`src/rtl/jstk_spi_master.sv`:
```
// jstk_spi_master
//   SPI mode-0 master for a complete PmodJSTK poll. The SCLK is derived from
//   CLK by a half-period tick counter, so everything stays in one clock domain.
//   A poll is: SS low, a setup delay, NUM_BYTES bytes (MSB first) separated by
//   SCLK-low gaps with SS still low, then one FINISH cycle that publishes the
//   received frame on DOUT with a single-cycle DONE pulse.
// Ports
//   CLK    in   system clock, all state on the rising edge
//   RST    in   asynchronous active-high reset
//   sndRec in   start request, level-sampled only while idle
//   DIN    in   first byte sent; the remaining bytes send 8'h00
//   MISO   in   serial data from the slave, sampled as SCLK rises
//   SS     out  slave select, active-low
//   SCLK   out  serial clock, idles low
//   MOSI   out  serial data to the slave, MSB first
//   BUSY   out  high while a poll is in progress
//   DONE   out  one-cycle pulse when DOUT is updated
//   DOUT   out  received frame, first byte in the top 8 bits
module jstk_spi_master #(
  parameter int HALF_PERIOD = 375,
  parameter int NUM_BYTES   = 5,
  parameter int SS_SETUP    = 1500,
  parameter int BYTE_GAP    = 1000
) (
  input  logic                   CLK,
  input  logic                   RST,
  input  logic                   sndRec,
  input  logic [7:0]             DIN,
  input  logic                   MISO,
  output logic                   SS,
  output logic                   SCLK,
  output logic                   MOSI,
  output logic                   BUSY,
  output logic                   DONE,
  output logic [8*NUM_BYTES-1:0] DOUT
);

  localparam int FW = 8 * NUM_BYTES;
  localparam logic [15:0] HP_LAST    = 16'(HALF_PERIOD - 1);
  localparam logic [15:0] SETUP_LAST = 16'(SS_SETUP - 1);
  localparam logic [15:0] GAP_LAST   = 16'(BYTE_GAP - 1);
  localparam logic [2:0]  BYTE_LAST  = 3'(NUM_BYTES - 1);

  typedef enum logic [2:0] {
    IDLE   = 3'd0,
    SETUP  = 3'd1,
    SHIFT  = 3'd2,
    GAP    = 3'd3,
    FINISH = 3'd4
  } state_t;

  state_t          state_q, state_d;
  logic [15:0]     cnt_q, cnt_d;
  logic [2:0]      bit_q, bit_d;
  logic [2:0]      byte_q, byte_d;
  logic [7:0]      tx_q, tx_d;
  logic [FW-1:0]   rx_q, rx_d;
  logic [FW-1:0]   dout_q, dout_d;
  logic            ss_q, ss_d;
  logic            sclk_q, sclk_d;
  logic            mosi_q, mosi_d;
  logic            busy_q, busy_d;
  logic            done_q, done_d;

  // End of a half period; with SCLK high this is a falling edge, and the
  // falling edge after bit 7 closes the byte.
  logic half_end;
  logic byte_end;
  assign half_end = (cnt_q == HP_LAST);
  assign byte_end = half_end && sclk_q && (bit_q == 3'd7);

  // State register and datapath registers
  always_ff @(posedge CLK or posedge RST) begin
    if (RST) begin
      state_q <= IDLE;
      cnt_q   <= '0;
      bit_q   <= '0;
      byte_q  <= '0;
      tx_q    <= '0;
      rx_q    <= '0;
      dout_q  <= '0;
      ss_q    <= 1'b1;
      sclk_q  <= 1'b0;
      mosi_q  <= 1'b0;
      busy_q  <= 1'b0;
      done_q  <= 1'b0;
    end else begin
      state_q <= state_d;
      cnt_q   <= cnt_d;
      bit_q   <= bit_d;
      byte_q  <= byte_d;
      tx_q    <= tx_d;
      rx_q    <= rx_d;
      dout_q  <= dout_d;
      ss_q    <= ss_d;
      sclk_q  <= sclk_d;
      mosi_q  <= mosi_d;
      busy_q  <= busy_d;
      done_q  <= done_d;
    end
  end

  // Next-state logic
  always_comb begin
    state_d = state_q;
    case (state_q)
      IDLE:    if (sndRec) state_d = SETUP;
      SETUP:   if (cnt_q == SETUP_LAST) state_d = SHIFT;
      SHIFT:   if (byte_end) state_d = (byte_q == BYTE_LAST) ? FINISH : GAP;
      GAP:     if (cnt_q == GAP_LAST) state_d = SHIFT;
      FINISH:  state_d = IDLE;
      default: state_d = IDLE;
    endcase
  end

  // Output and datapath next values
  always_comb begin
    cnt_d  = cnt_q;
    bit_d  = bit_q;
    byte_d = byte_q;
    tx_d   = tx_q;
    rx_d   = rx_q;
    dout_d = dout_q;
    ss_d   = ss_q;
    sclk_d = sclk_q;
    mosi_d = mosi_q;
    busy_d = busy_q;
    done_d = 1'b0;
    case (state_q)
      IDLE: begin
        cnt_d = '0;
        if (sndRec) begin
          tx_d   = DIN;
          mosi_d = DIN[7];
          rx_d   = '0;
          bit_d  = '0;
          byte_d = '0;
          ss_d   = 1'b0;
          busy_d = 1'b1;
        end
      end
      SETUP: begin
        cnt_d = (cnt_q == SETUP_LAST) ? 16'd0 : cnt_q + 16'd1;
      end
      SHIFT: begin
        if (!half_end) begin
          cnt_d = cnt_q + 16'd1;
        end else begin
          cnt_d = '0;
          if (!sclk_q) begin
            // Rising edge: capture MISO on the same CLK edge.
            sclk_d = 1'b1;
            rx_d   = {rx_q[FW-2:0], MISO};
          end else begin
            // Falling edge: present the next bit, or the next byte's MSB
            // (always 0, since only the first byte carries DIN).
            sclk_d = 1'b0;
            bit_d  = bit_q + 3'd1;
            if (bit_q == 3'd7) begin
              byte_d = byte_q + 3'd1;
              tx_d   = 8'h00;
              mosi_d = 1'b0;
            end else begin
              tx_d   = {tx_q[6:0], 1'b0};
              mosi_d = tx_q[6];
            end
          end
        end
      end
      GAP: begin
        cnt_d = (cnt_q == GAP_LAST) ? 16'd0 : cnt_q + 16'd1;
      end
      FINISH: begin
        cnt_d  = '0;
        dout_d = rx_q;
        done_d = 1'b1;
        ss_d   = 1'b1;
        busy_d = 1'b0;
        mosi_d = 1'b0;
      end
      default: begin
        cnt_d = '0;
      end
    endcase
  end

  assign SS   = ss_q;
  assign SCLK = sclk_q;
  assign MOSI = mosi_q;
  assign BUSY = busy_q;
  assign DONE = done_q;
  assign DOUT = dout_q;

endmodule

```
`config.mk`:
```
export PLATFORM = sky130hd
export DESIGN_NAME = jstk_spi_master
export DESIGN_NICKNAME = d
export VERILOG_FILES = /design/src/rtl/jstk_spi_master.sv
export SDC_FILE = /design/constraint.sdc
export NUM_CORES = 1
export LEC_CHECK = 0
export BUFFER_PORTS_ARGS = -buffer_cell sky130_fd_sc_hd__buf_2
export CAP_MARGIN = 40
export CORE_UTILIZATION = 50
export DETAILED_ROUTE_END_ITERATION = 12
export PLACE_DENSITY = 0.72
export SKIP_CTS_REPAIR_TIMING = 1
export SLEW_MARGIN = 30
export SYNTH_ARGS = -nofsm -noshare
export SYNTH_HDL_FRONTEND = slang
export SYNTH_SLANG_ARGS = --single-unit
```
`constraint.sdc`:
```
create_clock -name CLK -period 4.99 [get_ports CLK]
set_input_delay 0.2495 -clock CLK [delete_from_list [all_inputs] [get_ports CLK]]
set_output_delay 0.2495 -clock CLK [all_outputs]
set_load 0.01 [all_outputs]
```
* Word-level counts from Yosys, hierarchy flattened *
Index checks and enable logic that the tools add are counted.

storage, ports and cells
  bits in registers = 117
  bits of input ports = 12
  output and inout port bits = 45
  word-level logic and storage cells = 83

operators by class
  $add $sub $neg = 3
  equal/unequal tests = 17
  multiplexer cells = 38
  reduce and logical (&&, ||, !) cells = 13

operators by type and width
  cell                     number
  $mux W40                 3
  $pmux W40 S2             1
  $mux W16                 3
  $pmux W16 S3             1
  $mux W3                  11
  $mux W7                  4
  $add A16 B1 Y16 const B  1
  $eq A16 B10 Y1 const B   1
  $eq A16 B11 Y1 const B   1
  $eq A16 B9 Y1 const B    1
  $ne A2 B2 Y1 const B     8
  $reduce_and A4 Y1        4
  $pmux W7 S2              1
  $pmux W3 S2              2
  $pmux W3 S4              1
  $eq A3 B3 Y1 const B     3
  $mux W1                  8
  $add A3 B1 Y3 const B    2
  $eq A3 B2 Y1 const B     2
  $reduce_and A5 Y1        1
  $pmux W1 S2              2
  $reduce_and A2 Y1        2
  $reduce_bool A2 Y1       2
  $eq A3 B1 Y1 const B     1
  other kinds (4)          5

* Longest topological paths before layout *
  word-level depth = 5
  depth in mapped cells = 8
  mapped depth without buffers = 7

* Worst setup path before layout *
No wires, ideal clock.

  path type = flip-flop to flip-flop
  start = register cnt_q[13]
  end = register bit_q[0]
  library setup time = 0.128 ns
  data arrival time = 2.180 ns
  required time = 4.862 ns
  path slack = 2.682 ns
  cell stages (with the launch flop) = 7
  period minus slack after synthesis = 2.308 ns
  cell sequence = dfrtp_1 -> or4_4 -> nor3_4 -> nand3_4 -> a2111oi_2 -> buf_4 -> mux2_1

between the ends
  word-level cells in the longest chain between the ends = 3

RTL lines
  what                         line  source
  start, declared              53    logic [15:0] cnt_q, cnt_d;
  start signal, assigned       89    cnt_q <= cnt_d;
  $eq A16 B9 Y1                69    assign half_end = (cnt_q == HP_LAST);
  $ne A2 B2 Y1 (no line)       --
  $reduce_and A4 Y1 (no line)  --
  end signal, assigned         90    bit_q <= bit_d;
  end, declared                54    logic [2:0] bit_q, bit_d;

Every way passes these cells.
A chain may end at the register's enable or synchronous reset.

* Worst setup path in the final report *
  start = register state_q[1]
  end = register cnt_q[4]

between the ends
  word-level cells in the longest chain between the ends = 2
  elaborated cells on any way between the ends = 4
  classes of those cells = eq/ne (3); mux (1)

RTL lines
  what                                                 line  source
  start, declared                                      52    state_t state_q, state_d;
  start signal, assigned                               88    state_q <= state_d;
  $eq A3 B2 Y1 / $eq A3 B1 Y1 (equally long branches)  129   case (state_q)
  $pmux W16 S3 (*)                                     129
  net cnt_d[4]                                         53

Mark *: on every way through the listed nets, which the timed path passes. The rest lies on a longest branch.

==> summary.txt <==
Drt
  – Routed Wire Length: 9090 um
  – Remaining DRCs: 0
  – Via count: 3167
  – Drt pass-1 iters: 4
  – Vias per inst: 5.53
  – Post-route ant nets: 0
  – Number of DRC markers in iteration 0: 182
  – Avg WL per Cell: 15.9 um

Yosys
  – Mapped Avg Cell Area: 13.1 sq um
  – Mapped cell area: 0.00482 sq mm
  – Ys async rst share: 1.00
  – Synth Instances: 368
  – Main synth FF type: dfrtp_1
  – Sequential share of the synthesized area: 0.608
  – Adder-Cell Fraction of Synth Area: 0.0156
  – Yosys reg bits: 117
  – Synth Area in Simple Gates: 0.0917
  – Post-Synth XOR/XNOR Area: 0.0255
  – Main combinational cell family by area after synthesis: multiplexers
  – Synth Net Count: 386
  – Synth cell types: 45
  – Synth Area in Compound Gates: 0.113
  – Post-synth EDFFs: 0
  – Synth warn: 0
  – Post-synthesis mux area share: 0.120

Worst setup path
  – Worst Path Arrival: 2.92 ns
  – CP startpoint kind: flip-flop
  – Worst Path Max Fanout: 23
  – Buf/Inv on CP: 1
  – CP max-delay cell: nand2_1
  – WP data required: 5.38 ns
  – CP peak stage delay: 0.67 ns
  – Crit-path cells: nand2_1, a31oi_1, a311oi_2, buf_4, nor2_1
  – CP Class: flip-flop to flip-flop
  – Critical path startpoint: state_q[1]
  – Top delay family on crit path: compound AO/OA/AOI/OAI gates
  – Worst setup EP type: flip-flop
  – Worst R2R Start: state_q[1]

Status
  – Run status: complete, no violations

Die
  – Die ar.: 0.0100 sq mm
  – Initial Util: 0.519
  – Rows: 35
  – Core ar.: 0.00928 sq mm
  – Ports: 57
  – Die width: 100 um
  – Die Y: 100 um

Timing
  – Max-Slew Margin vs Limit: 0.493
  – F_max: 396 MHz
  – Worst clock skew: 0.0127 ns
  – Fin crit period: 2.53 ns
  – Final setup viols: 0
  – Fin. max-slew vios: 0
  – Measured slew at the worst slew-check pin: 0.758 ns
  – Fin crit share: 0.506
  – RSZ-0062 raised after global routing: false
  – Hold Fails Final Rpt: 0
  – Setup TNS: 0 ns

Global routing
  – Global-route wire length before repair: 15100 um
  – Vias in the first global route: 3072
  – Tot GR Track Use: 0.197
  – Total grt overflow: 0
  – Largest net degree at the start of global routing: 86
  – Initial antenna violation count: 0

Power
  – Pwr Density: 456 mW/mm^2
  – Net Switching: 772 uW
  – Peak VDD IR: 295 uV
  – Sequential power share: 0.408
  – Comb pwr share: 0.156
  – Sw Ratio: 0.290
  – Cell-internal power: 1.89 mW
  – Clock Power Share: 0.437
  – Pwr Total: 2.66 mW
  – Leak: 2.93 nW

Place
  – DP Cell Count: 538
  – DP HPWL: 5600 um
  – RePlAce Congestion: 0.793
  – IO buf count: 56

Clock network
  – Worst-path clk slew: 0.06 ns
  – Clock buffer depth: 2
  – Htree depth: 4
  – Clock root buffer master: clkbuf_8
  – Later-pin clock latency in the skew report: 0.51 ns
  – CTS tree: yes
  – CTS Buf Count: 17
  – Clk sinks: 117

Final layout
  – Final non-filler cell total: 573
  – Commonest non-fill, non-tap cell in the layout: dfrtp_1
  – Area grow syn2layout: 21.2%
  – Nets: 449
  – Most frequent cells in the layout: dfrtp_1, buf_2, mux2_2
  – Share of layout cells above drive strength 1: 0.322
  – ANT cells: 0
  – Fillers: 742

Min path
  – Hold/Removal Path Class: primary input to flip-flop
  – Hold path startpoint: DIN[2]

Flow run
  – Max cap viols: 0
cell usage after synthesis, types with 4 or more instances:
library cell	number	area (sq um)
mux2_2	41	462
ha_1	6	75.1
dfrtp_1	116	2900
nor2_1	24	90.1
xnor2_1	5	43.8
inv_1	11	41.3
and4_1	4	35.0
mux2i_1	7	70.1
nand3_1	6	30.0
nand2_1	14	52.6
a22o_1	40	350
clkbuf_1	11	41.3
nand2b_1	5	31.3
mux2_1	4	45.0
nor2b_1	4	25.0
a21oi_1	8	40.0
nor3_1	6	30.0
xor2_1	9	78.8
nor3b_1	5	37.5
buf_2	5	25.0
metrics by stage:
step / instance area [sq um] / setup WS [ns] / hold slack, ns / util
3_3_place_gp: 5210 / 2.50 / 0.470 / 0.561
3_5_place_dp: 5220 / 2.53 / 0.443 / 0.563
2_1_floorplan: 4820 / 1.64 / 0.382 / -
6_report: 5840 / 2.46 / 0.0441 / 0.629
5_1_grt: 5840 / 2.26 / 0.0538 / 0.629
4_1_cts: 5810 / 2.49 / -0.100 / 0.625
per-layer routing:
metal  routed length, um  GRT usage  part of all wire
met2                4450      0.310              0.49
met3                 425     0.0634             0.047
met1                4140      0.256              0.46
met4                  77     0.0713            0.0085
met5                   0          0                 0
final cells by class:
type | instances | area (sq um) | area share
multi-input cells | 220 | 1770 | 0.303
well taps | 129 | 161 | 0.0277
clock inverters | 11 | 114 | 0.0195
inverters | 11 | 46.3 | 0.00793
repair buffers | 64 | 348 | 0.0596
flip-flops and latches | 117 | 2930 | 0.502
clock buffers | 21 | 469 | 0.0804
logic make-up after synthesis:
group | Yosys count
compound gates | 67
xor+xnor | 14
fa+ha+maj | 6
buf+inv | 31
flops | 117
mux | 52
simple gates | 81
worst register-to-register path: cells and delay by family, from the launching register on:
family | cells | cell delay, ns
AO/OA/AOI/OAI | 2 | 0.81
flip-flops | 1 | 0.59
buffers and inverters | 1 | 0.28
AND/OR/NAND/NOR | 2 | 0.74
flip-flops by register name (all words and copies together) (netlist names):
name,cells
SCLK,1
DOUT,40
cnt_q,16
DONE,1
BUSY,1
MOSI,1
byte_q,3
SS,1
bit_q,3
state_q,3
rx_q,40
tx_q,7
power by group through the flow:
stage	logic, mW	registers [mW]	clock network [mW]
2_1_floorplan	0.332	1.07	0
3_3_place_gp	0.384	1.09	0
3_5_place_dp	0.409	1.10	0
4_1_cts	0.416	1.08	1.18
5_1_grt	0.472	1.09	1.22
6_report	0.414	1.09	1.16
final timing paths:
path / end / slack (ns) / depth (start not counted)
max: cnt_q[4] / 2.46 / 5
min: tx_q[2] / 0.04 / 3
max reg2reg: cnt_q[4] / 2.46 / 5
min reg2reg: tx_q[1] / 0.49 / 1
max in group asynchronous: DOUT[19] / 3.66 / 4
min in group asynchronous: tx_q[0] / 0.43 / 3
Power figures use the tool's default switching activity.
